### config.mk
export PLATFORM = sky130hd
export DESIGN_NAME = div_request_sequencer
export DESIGN_NICKNAME = d
export VERILOG_FILES = /design/src/rtl/div_request_sequencer.sv
export SDC_FILE = /design/constraint.sdc
export NUM_CORES = 1
export LEC_CHECK = 0
export BUFFER_PORTS_ARGS = -buffer_cell sky130_fd_sc_hd__buf_2
export CORE_MARGIN = 2
export CORE_UTILIZATION = 45
export CTS_CLUSTER_DIAMETER = 120
export DETAILED_ROUTE_END_ITERATION = 6
export PLACE_DENSITY = 0.76
export SYNTH_ARGS = -nofsm -noshare
export SYNTH_HDL_FRONTEND = slang
export SYNTH_SLANG_ARGS = --single-unit
### constraint.sdc
create_clock -name clk -period 3.2 [get_ports clk]
set_input_delay 0.16 -clock clk [delete_from_list [all_inputs] [get_ports clk]]
set_output_delay 0.16 -clock clk [all_outputs]
set_load 0.005 [all_outputs]
### src/rtl/div_request_sequencer.sv
`default_nettype none
// ============================================================================
// Module   : div_request_sequencer
// Brief    : Request FIFO and start/end handshake sequencer for the fixed-point
//            divider. It holds each quotient in a valid/ready response register.
//            The optional DIV_ZERO_BYPASS_EN feature answers zero divisors locally.
// Revision : 1.0 - initial release
// ============================================================================
module div_request_sequencer #(
    parameter int INTEGER_SIZE = 16,
    parameter int FRACT_SIZE   = 16,
    parameter int FIFO_DEPTH   = 4,
    parameter int TAG_WIDTH    = 4
) (
    input  logic                                 clk,
    input  logic                                 rst,
    input  logic                                 req_valid,
    output logic                                 req_ready,
    input  logic [INTEGER_SIZE+FRACT_SIZE-1:0]   req_dividend,
    input  logic [INTEGER_SIZE+FRACT_SIZE-1:0]   req_divisor,
    input  logic [TAG_WIDTH-1:0]                 req_tag,
    output logic                                 div_start,
    output logic [INTEGER_SIZE+FRACT_SIZE-1:0]   div_dividend,
    output logic [INTEGER_SIZE+FRACT_SIZE-1:0]   div_divisor,
    input  logic                                 div_end,
    input  logic [INTEGER_SIZE+FRACT_SIZE-1:0]   div_quotient,
    output logic                                 rsp_valid,
    input  logic                                 rsp_ready,
    output logic [INTEGER_SIZE+FRACT_SIZE-1:0]   rsp_quotient,
    output logic [TAG_WIDTH-1:0]                 rsp_tag,
    output logic                                 rsp_div_zero,
    output logic                                 busy,
    output logic [$clog2(FIFO_DEPTH):0]          fifo_level
);

    localparam int c_W     = INTEGER_SIZE + FRACT_SIZE;
    localparam int c_PTR_W = $clog2(FIFO_DEPTH);
    localparam int c_LVL_W = $clog2(FIFO_DEPTH) + 1;

    localparam logic [1:0] c_ST_IDLE  = 2'd0;
    localparam logic [1:0] c_ST_ISSUE = 2'd1;
    localparam logic [1:0] c_ST_WAIT  = 2'd2;

    logic [1:0]           r_state;
    logic [1:0]           w_state_next;

    logic [c_W-1:0]       r_mem_dvd [FIFO_DEPTH];
    logic [c_W-1:0]       r_mem_dvs [FIFO_DEPTH];
    logic [TAG_WIDTH-1:0] r_mem_tag [FIFO_DEPTH];
    logic [c_PTR_W-1:0]   r_wr_ptr;
    logic [c_PTR_W-1:0]   r_rd_ptr;
    logic [c_LVL_W-1:0]   r_count;
    logic [c_LVL_W-1:0]   w_count_next;
    logic                 r_req_ready;

    logic                 w_push;
    logic                 w_pop;
    logic                 w_issue;
    logic                 w_bypass;
    logic                 w_head_ok;
    logic                 w_head_zero;
    logic                 w_rsp_free;
    logic                 w_div_done;
    logic                 w_rsp_load;
    logic                 w_div_start;

    logic [c_W-1:0]       r_div_dvd;
    logic [c_W-1:0]       r_div_dvs;
    logic [TAG_WIDTH-1:0] r_cur_tag;

    logic                 r_rsp_valid;
    logic [c_W-1:0]       r_rsp_q;
    logic [TAG_WIDTH-1:0] r_rsp_tag;
    logic                 r_rsp_dz;
    logic [c_W-1:0]       w_rsp_q_in;
    logic [TAG_WIDTH-1:0] w_rsp_tag_in;
    logic                 w_rsp_dz_in;

    assign w_push     = req_valid && r_req_ready;
    assign w_pop      = w_issue || w_bypass;
    // The response slot counts as free when it is being drained this very edge.
    assign w_rsp_free = !r_rsp_valid || rsp_ready;
    assign w_head_ok  = (r_count != '0) && w_rsp_free;
    assign w_div_done = (r_state == c_ST_WAIT) && div_end;
    assign w_rsp_load = w_div_done || w_bypass;

`ifdef DIV_ZERO_BYPASS_EN
    logic [c_W-1:0] w_head_dvd;
    logic [c_W-1:0] w_sat_q;

    assign w_head_dvd  = r_mem_dvd[r_rd_ptr];
    assign w_head_zero = (r_mem_dvs[r_rd_ptr] == '0);

    always_comb begin
        w_sat_q = {1'b0, {(c_W-1){1'b1}}};
        if (w_head_dvd[c_W-1]) begin
            w_sat_q = {1'b1, {(c_W-1){1'b0}}};
        end else if (w_head_dvd == '0) begin
            w_sat_q = '0;
        end
    end

    assign w_rsp_q_in  = w_bypass ? w_sat_q : div_quotient;
    assign w_rsp_dz_in = w_bypass;
`else
    assign w_head_zero = 1'b0;
    assign w_rsp_q_in  = div_quotient;
    assign w_rsp_dz_in = 1'b0;
`endif

    assign w_rsp_tag_in = w_bypass ? r_mem_tag[r_rd_ptr] : r_cur_tag;

    // FSM state register
    always_ff @(posedge clk or posedge rst) begin
        if (rst) begin
            r_state <= c_ST_IDLE;
        end else begin
            r_state <= w_state_next;
        end
    end

    // FSM next-state logic
    always_comb begin
        w_state_next = r_state;
        case (r_state)
            c_ST_IDLE: begin
                if (w_head_ok && !w_head_zero) begin
                    w_state_next = c_ST_ISSUE;
                end
            end
            c_ST_ISSUE: w_state_next = c_ST_WAIT;
            c_ST_WAIT: begin
                if (div_end) begin
                    w_state_next = c_ST_IDLE;
                end
            end
            default: w_state_next = c_ST_IDLE;
        endcase
    end

    // FSM outputs
    always_comb begin
        w_div_start = 1'b0;
        w_issue     = 1'b0;
        w_bypass    = 1'b0;
        case (r_state)
            c_ST_IDLE: begin
                if (w_head_ok) begin
                    w_bypass = w_head_zero;
                    w_issue  = !w_head_zero;
                end
            end
            c_ST_ISSUE: w_div_start = 1'b1;
            default: ;
        endcase
    end

    always_comb begin
        w_count_next = r_count;
        if (w_push && !w_pop) begin
            w_count_next = r_count + c_LVL_W'(1);
        end else if (!w_push && w_pop) begin
            w_count_next = r_count - c_LVL_W'(1);
        end
    end

    // Storage is left unreset; occupancy is tracked solely by the pointers and count.
    always_ff @(posedge clk) begin
        if (w_push) begin
            r_mem_dvd[r_wr_ptr] <= req_dividend;
            r_mem_dvs[r_wr_ptr] <= req_divisor;
            r_mem_tag[r_wr_ptr] <= req_tag;
        end
    end

    always_ff @(posedge clk or posedge rst) begin
        if (rst) begin
            r_wr_ptr    <= '0;
            r_rd_ptr    <= '0;
            r_count     <= '0;
            r_req_ready <= 1'b0;
        end else begin
            if (w_push) begin
                r_wr_ptr <= r_wr_ptr + c_PTR_W'(1);
            end
            if (w_pop) begin
                r_rd_ptr <= r_rd_ptr + c_PTR_W'(1);
            end
            r_count     <= w_count_next;
            r_req_ready <= (w_count_next != c_LVL_W'(FIFO_DEPTH));
        end
    end

    always_ff @(posedge clk or posedge rst) begin
        if (rst) begin
            r_div_dvd <= '0;
            r_div_dvs <= '0;
            r_cur_tag <= '0;
        end else if (w_issue) begin
            r_div_dvd <= r_mem_dvd[r_rd_ptr];
            r_div_dvs <= r_mem_dvs[r_rd_ptr];
            r_cur_tag <= r_mem_tag[r_rd_ptr];
        end
    end

    always_ff @(posedge clk or posedge rst) begin
        if (rst) begin
            r_rsp_valid <= 1'b0;
            r_rsp_q     <= '0;
            r_rsp_tag   <= '0;
            r_rsp_dz    <= 1'b0;
        end else if (w_rsp_load) begin
            r_rsp_valid <= 1'b1;
            r_rsp_q     <= w_rsp_q_in;
            r_rsp_tag   <= w_rsp_tag_in;
            r_rsp_dz    <= w_rsp_dz_in;
        end else if (r_rsp_valid && rsp_ready) begin
            r_rsp_valid <= 1'b0;
            r_rsp_q     <= '0;
            r_rsp_tag   <= '0;
            r_rsp_dz    <= 1'b0;
        end
    end

    assign req_ready    = r_req_ready;
    assign div_start    = w_div_start;
    assign div_dividend = r_div_dvd;
    assign div_divisor  = r_div_dvs;
    assign rsp_valid    = r_rsp_valid;
    assign rsp_quotient = r_rsp_q;
    assign rsp_tag      = r_rsp_tag;
    assign rsp_div_zero = r_rsp_dz;
    assign fifo_level   = r_count;
    assign busy         = (r_state != c_ST_IDLE) || (r_count != '0) || r_rsp_valid;

endmodule
`default_nettype wire

==> results of run 1 <==
-- layout make-up --
type / count / area [µm²] / area share
diodes: 1 / 2.50 / 0.000137
clock buffers: 57 / 1140 / 0.0625
clock inverters: 15 / 233 / 0.0128
inverters: 7 / 30.0 / 0.00165
multi-input cells: 218 / 2960 / 0.163
flip-flops and latches: 387 / 11100 / 0.607
well taps: 402 / 503 / 0.0276
repair buffers: 327 / 2280 / 0.125
-- layer usage --
layer | up-vias | track usage | share of wire
li1 | 3262 | - | -
met4 | 0 | 0.0446 | 0.018
met3 | 48 | 0.0401 | 0.065
met5 | - | 0 | 0
met2 | 244 | 0.310 | 0.50
met1 | 3747 | 0.224 | 0.41
-- metrics by stage --
| step | total power [mW] | utilization | worst slack (ps) | cells | cell area (µm²) |
|---|---|---|---|---|---|
| 6_report | 17.1 | 0.581 | 1140 | 1414 | 18200 |
| 5_1_grt | 17.9 | 0.581 | 993 | 1413 | 18200 |
| 4_1_cts | 17.3 | 0.581 | 1060 | 1413 | 18200 |
| 3_5_place_dp | 12.4 | 0.505 | 1100 | 1239 | 15800 |
| 3_3_place_gp | 12.2 | 0.505 | 1140 | 1239 | 15800 |
| 2_1_floorplan | 10.7 | - | 499 | 645 | 14200 |
-- power breakdown --
part           internal [mW]  total [mW]  switching (mW)
clock                   2.96        4.78            1.81
combinational           2.61        4.79            2.17
sequential              6.81        7.50           0.689
total                   12.4        17.1            4.67
-- critical path, cell delays in order (launching register included) --
cell	delay, ps
dfrtp_4	720
buf_4	370
mux4_2	560
mux2_2	290
-- worst paths after layout --
kind | to | start | slack [ps]
worst max-delay path | div_dividend[15]$_DFFE_PP0P_ | r_rd_ptr[0]$_DFFE_PP0P_ | 1140
worst min-delay path | r_state[1]$_DFFE_PP0P_ | div_end | 70
worst max register to register | div_dividend[15]$_DFFE_PP0P_ | r_rd_ptr[0]$_DFFE_PP0P_ | 1140
worst min register to register | rsp_quotient[30]$_DFFE_PP0P_ | rsp_quotient[30]$_DFFE_PP0P_ | 490
max in group asynchronous | r_rd_ptr[0]$_DFFE_PP0P_ | rst | 1980
min in group asynchronous | rsp_tag[2]$_DFFE_PP0P_ | rst | 380
-- cell usage after synthesis (3+ instances only) --
master and n:
dfrtp_1 115, buf_1 3, nor2_1 3, clkbuf_1 4, edfxtp_1 272, mux4_2 68
buf_6 8, xnor2_1 5, a22o_1 36, and3_1 4, nand2_1 10, mux2_2 67
buf_2 16, ha_1 7, inv_1 7, nand2b_1 3
-- cell families (layout without fill, tap and decap cells) --
group,count (synthesis),count (layout),share of synthesized area
DFF,387,387,0.777
and+or+nand+nor,27,27,0.00995
AOI/OAI and AO/OA,40,40,0.0239
buffers and inverters,40,406,0.0167
xor gates and xnor gates,6,6,0.00370
other,1,2,0.000264
adders and majority gates,8,8,0.00687
muxes,136,136,0.162
-- sequential cells by signal (all words and copies together), names as in the netlist --
name          count
r_rd_ptr          2
rsp_tag           4
r_state           2
rsp_quotient     32
rsp_valid         1
r_mem_tag        16
req_ready         1
r_mem_dvd       128
r_mem_dvs       128
div_dividend     32
fifo_level        3
r_wr_ptr          2
div_divisor      32
r_cur_tag         4
==> metrics.csv, run 1 <==
metric,value,unit
Final nets,1093,
initial antenna violation count,0,
DRC Markers,0,
Final Wtd Congestion,0.681,
clock skew,10.8,ps
RSZ-0062 raised after global routing,false,
CTS tree,done,
"flops & latches, synth",387,
final setup violation count,0,
Leak,6.98,nW
"most common cell after layout, fill and taps aside",edfxtp_1,
number of flops mapped to enable cells by yosys,272,
Hold Path Stages,3,
Area Growth Syn to Fin,28.1,%
status,"finished, final reports clean",
Die H,182,µm
warnings from Yosys,0,
Die W,182,µm
Boundary Pins,213,
TritonRoute pass-1 iters,4,
Critical Path RT,3590,ps
Routed WL,29.1,mm
post-layout min period,2060,ps
sequential-to-total area share from yosys stat,0.777,
port bufs,211,
global-route wire length before repair,44.8,mm
CTS Hold Bufs,102,
initial core utilization,0.454,
Slew headroom,0.390,
initial DRC count,469,
clk slew on worst S/H paths,60,ps
core area,0.0313,mm²
H-tree depth,2,
Detail Placement HPWL,16.3,mm
synthesized cell area,0.0142,mm²
layout cells sized above 1,0.422,
vias per inst,5.16,
Final Hold Vio Count,0,
R2R depth,3,
via count,7301,
"Slew Viols, Final",0,
Setup TNS,0,ps
total gr overflow,0,
type of origin of the critical path,flop,
WL/cell,20.6,µm
row cnt,65,
synth unique cells,31,
most frequent cells in the layout,"272 x edfxtp_1, 211 x buf_2, 113 x dfrtp_1",
power density over the cells,937,mW/mm²
clk_lat worst skew,510,ps
largest net degree at the start of global routing,63,
# clock sinks,387,
"area leader, netlist",edfxtp_1,
Highest Clock Rate,0.485,GHz
Async SR Flop Fraction,0.297,
setup bufs post-CTS,0,
endpoint class of the critical path,flop,
All-Layer GR Usage,0.177,
worst-case clock buffer depth,3,
post-CTS sizing,0,
top post-synthesis cells by area,"edfxtp_1 57%, dfrtp_1 20%, mux4_2 11%",
final hold slack,68.0,ps
Final ANT Viol Nets,0,
peak supply drop,0.537,mV
Post-Syn Instances,645,
Fill cells,2275,
CP Class,flop to flop,
pin slew with the least headroom to its limit,913,ps
crit-path max FO,21,
"Arr. time, crit path",2450,ps
fin crit share,0.644,
clock root buffer,clkbuf_16,
"Top FF cell, synth",edfxtp_1,
Synth Area per Inst,22.0,µm²
share of the synthesized area in the top cell type,0.575,
die area,0.0330,mm²
count of maximum capacitance violations,0,
Post-Synthesis Net Count,757,
vias in the first global route,7991,
Hold Path Class,input port to flop,
total CTS buffers,40,
No activity file was read; power rests on OpenSTA's default activity.
==> run 2: changes to the inputs <==
--- a/config.mk
+++ b/config.mk
@@ -10,7 +10,7 @@
 export CORE_UTILIZATION = 45
 export CTS_CLUSTER_DIAMETER = 120
 export DETAILED_ROUTE_END_ITERATION = 6
-export PLACE_DENSITY = 0.76
+export PLACE_DENSITY = 0.73
 export SYNTH_ARGS = -nofsm -noshare
 export SYNTH_HDL_FRONTEND = slang
 export SYNTH_SLANG_ARGS = --single-unit
==> constraint.sdc (replaced) <==
create_clock -name clk -period 2.1 [get_ports clk]
set_input_delay 0.105 -clock clk [delete_from_list [all_inputs] [get_ports clk]]
set_output_delay 0.105 -clock clk [all_outputs]
set_load 0.005 [all_outputs]
==> run 2 against run 1 <==
Critical endpoint is now req_ready$_DFF_PP0_. Setup slack got worse by 790 ps. Cell area grew 1.3%. Sequential power is 51% higher. Utilization rose by 0.73 points. Combinational power increased by 62%. Highest routed layer unchanged. Global-route usage barely moved. Sequential share of layout area down 0.75 points. Clock skew barely moved. Hold slack improved by 110 ps. Power rose by 54%. Critical path depth increased by 4.
==> metrics.csv, run 2 (same netlist as run 1, synthesis figures left out) <==
metric,value,unit,change
Critical-path top delay cell,dfrtp_1,,
Hold Path Class,input port to flop,,
clk slew on worst S/H paths,60,ps,about the same
clk_lat worst skew,520,ps,about the same
Leak,7.10,nW,+1.7%
vias in the first global route,8025,,+0.43%
port bufs,211,,unchanged
largest net degree at the start of global routing,63,,unchanged
TritonRoute pass-1 iters,4,,unchanged
CTS Hold Bufs,103,,+0.98%
design area,0.0184,mm²,+1.3%
peak supply drop,0.882,mV,+64%
crit-path max FO,10,,-52%
setup bufs post-CTS,0,,unchanged
pin slew with the least headroom to its limit,510,ps,-403 ps
initial antenna violation count,0,,unchanged
CP peak stage delay,420,ps,-300 ps
Detail Placement HPWL,17.2,mm,+5.8%
layout cells sized above 1,0.430,,+0.00761
global-route wire length before repair,44.9,mm,+0.15%
die area,0.0330,mm²,unchanged
row cnt,65,,unchanged
multi-input logic area,0.00296,mm²,unchanged
total gr overflow,0,,unchanged
Setup TNS,0,ps,unchanged
Boundary Pins,213,,unchanged
Fill cells,2258,,-0.75%
total CTS buffers,40,,unchanged
Highest Clock Rate,0.572,GHz,+18%
Final nets,1108,,+1.4%
# diodes,0,,-1
# clock sinks,387,,unchanged
vias per inst,5.15,,-0.17%
Routed WL,28.7,mm,-1.4%
clock skew,11.2,ps,+0.411 ps
type of origin of the critical path,flop,,
"Arr. time, crit path",2130,ps,-320 ps
Final Hold Vio Count,0,,unchanged
"Slew Viols, Final",0,,unchanged
Final ANT Viol Nets,0,,unchanged
Die H,182,µm,unchanged
Area Growth Syn to Fin,29.7,%,
CP Cell Sequence,inv_1 > ha_1 > nand2b_1 > nand3_4 > mux2i_1 > xor2_1 > nand4b_1,,
via count,7371,,+0.96%
All-Layer GR Usage,0.177,,+0.000420
Final Wtd Congestion,0.695,,+2.1%
H-tree depth,2,,unchanged
CTS tree,done,,
status,"finished, final reports clean",,
"Power, Total",26.2,mW,+54%
power density over the cells,1420,mW/mm²,+52%
RSZ-0062 raised after global routing,false,,
initial core utilization,0.454,,unchanged
final hold slack,177,ps,+109 ps
final setup violation count,0,,unchanged
worst-case clock buffer depth,3,,unchanged
initial DRC count,287,,-39%
dpl cell area,0.0160,mm²,+1.4%
Slew headroom,0.660,,+0.269
post-CTS sizing,0,,unchanged
CP Class,flop to flop,,
clock root buffer,clkbuf_16,,
core area,0.0313,mm²,unchanged
WL/cell,20.1,µm,-2.5%
fin crit share,0.832,,+0.188
Critical Path RT,2480,ps,-1110 ps
"most common cell after layout, fill and taps aside",edfxtp_1,,
most frequent cells in the layout,"272 x edfxtp_1, 211 x buf_2, 113 x dfrtp_1",,
Die W,182,µm,unchanged
post-layout min period,1750,ps,-314 ps
count of maximum capacitance violations,0,,unchanged
endpoint class of the critical path,flop,,
area occupied by registers,0.0111,mm²,unchanged
DRC Markers,0,,unchanged
Largest regs,"r_mem_dvd: 128 flops, r_mem_dvs: 128 flops",,
-- run 2: cell count changes in the layout (fill, tap and decap cells not counted), sizes merged --
| cell | change |
|---|---|
| buf | +14 |
| clkbuf | +3 |
| clkinv | +2 |
| bufinv | -1 |
| clkinvlp | -1 |
| diode | -1 |
| dlygate4sd3 | +1 |
| inv | -1 |
-- run 2: area by class of cell --
cell class              instances  share of cell area
clock inverters                14              0.0111
well taps                     402              0.0273
repair buffers                342               0.136
inverters                       7             0.00163
clock buffers                  60              0.0634
flip-flops and latches        387               0.600
multi-input cells             218               0.161
-- run 2: worst paths after layout --
path	to	slack (ps)	cells past startpoint	from
min	r_mem_dvs[2][20]$_DFFE_PP_	180	2	req_valid
min in group asynchronous	rsp_quotient[14]$_DFFE_PP0P_	190	3	rst
max reg2reg	req_ready$_DFF_PP0_	350	7	fifo_level[1]$_DFF_PP0_
max in group asynchronous	r_rd_ptr[1]$_DFFE_PP0P_	1200	4	rst
min reg2reg	rsp_tag[1]$_DFFE_PP0P_	490	1	rsp_tag[1]$_DFFE_PP0P_
max	req_ready$_DFF_PP0_	350	7	fifo_level[1]$_DFF_PP0_
-- run 2: per-layer routing --
metal | GRT usage | part of all wire
met5 | 0 | 0
met2 | 0.306 | 0.50
met3 | 0.0399 | 0.058
met4 | 0.0423 | 0.014
met1 | 0.230 | 0.43
-- run 2: report_power, final --
part | switching, mW | total [mW] | leakage, nW | internal [mW]
sequential | 0.904 | 11.3 | 3.88 | 10.4
combinational | 3.48 | 7.76 | 2.55 | 4.28
clock | 2.74 | 7.21 | 0.667 | 4.47
total | 7.12 | 26.2 | 7.10 | 19.1
-- run 2: metrics by stage --
stage,instances,worst slack (ps),util
6_report,1430,352,0.589
3_3_place_gp,1253,357,0.512
3_5_place_dp,1253,359,0.512
4_1_cts,1430,326,0.589
5_1_grt,1430,201,0.589
2_1_floorplan,645,148,-
-- run 2: critical path, delay by kind of cell (launching register included) --
kind | cells | cell delay, ps
xor gates and xnor gates | 1 | 240
adders and majority gates | 1 | 180
buffers and inverters | 1 | 80
DFF | 1 | 420
muxes | 1 | 240
and+or+nand+nor | 3 | 460
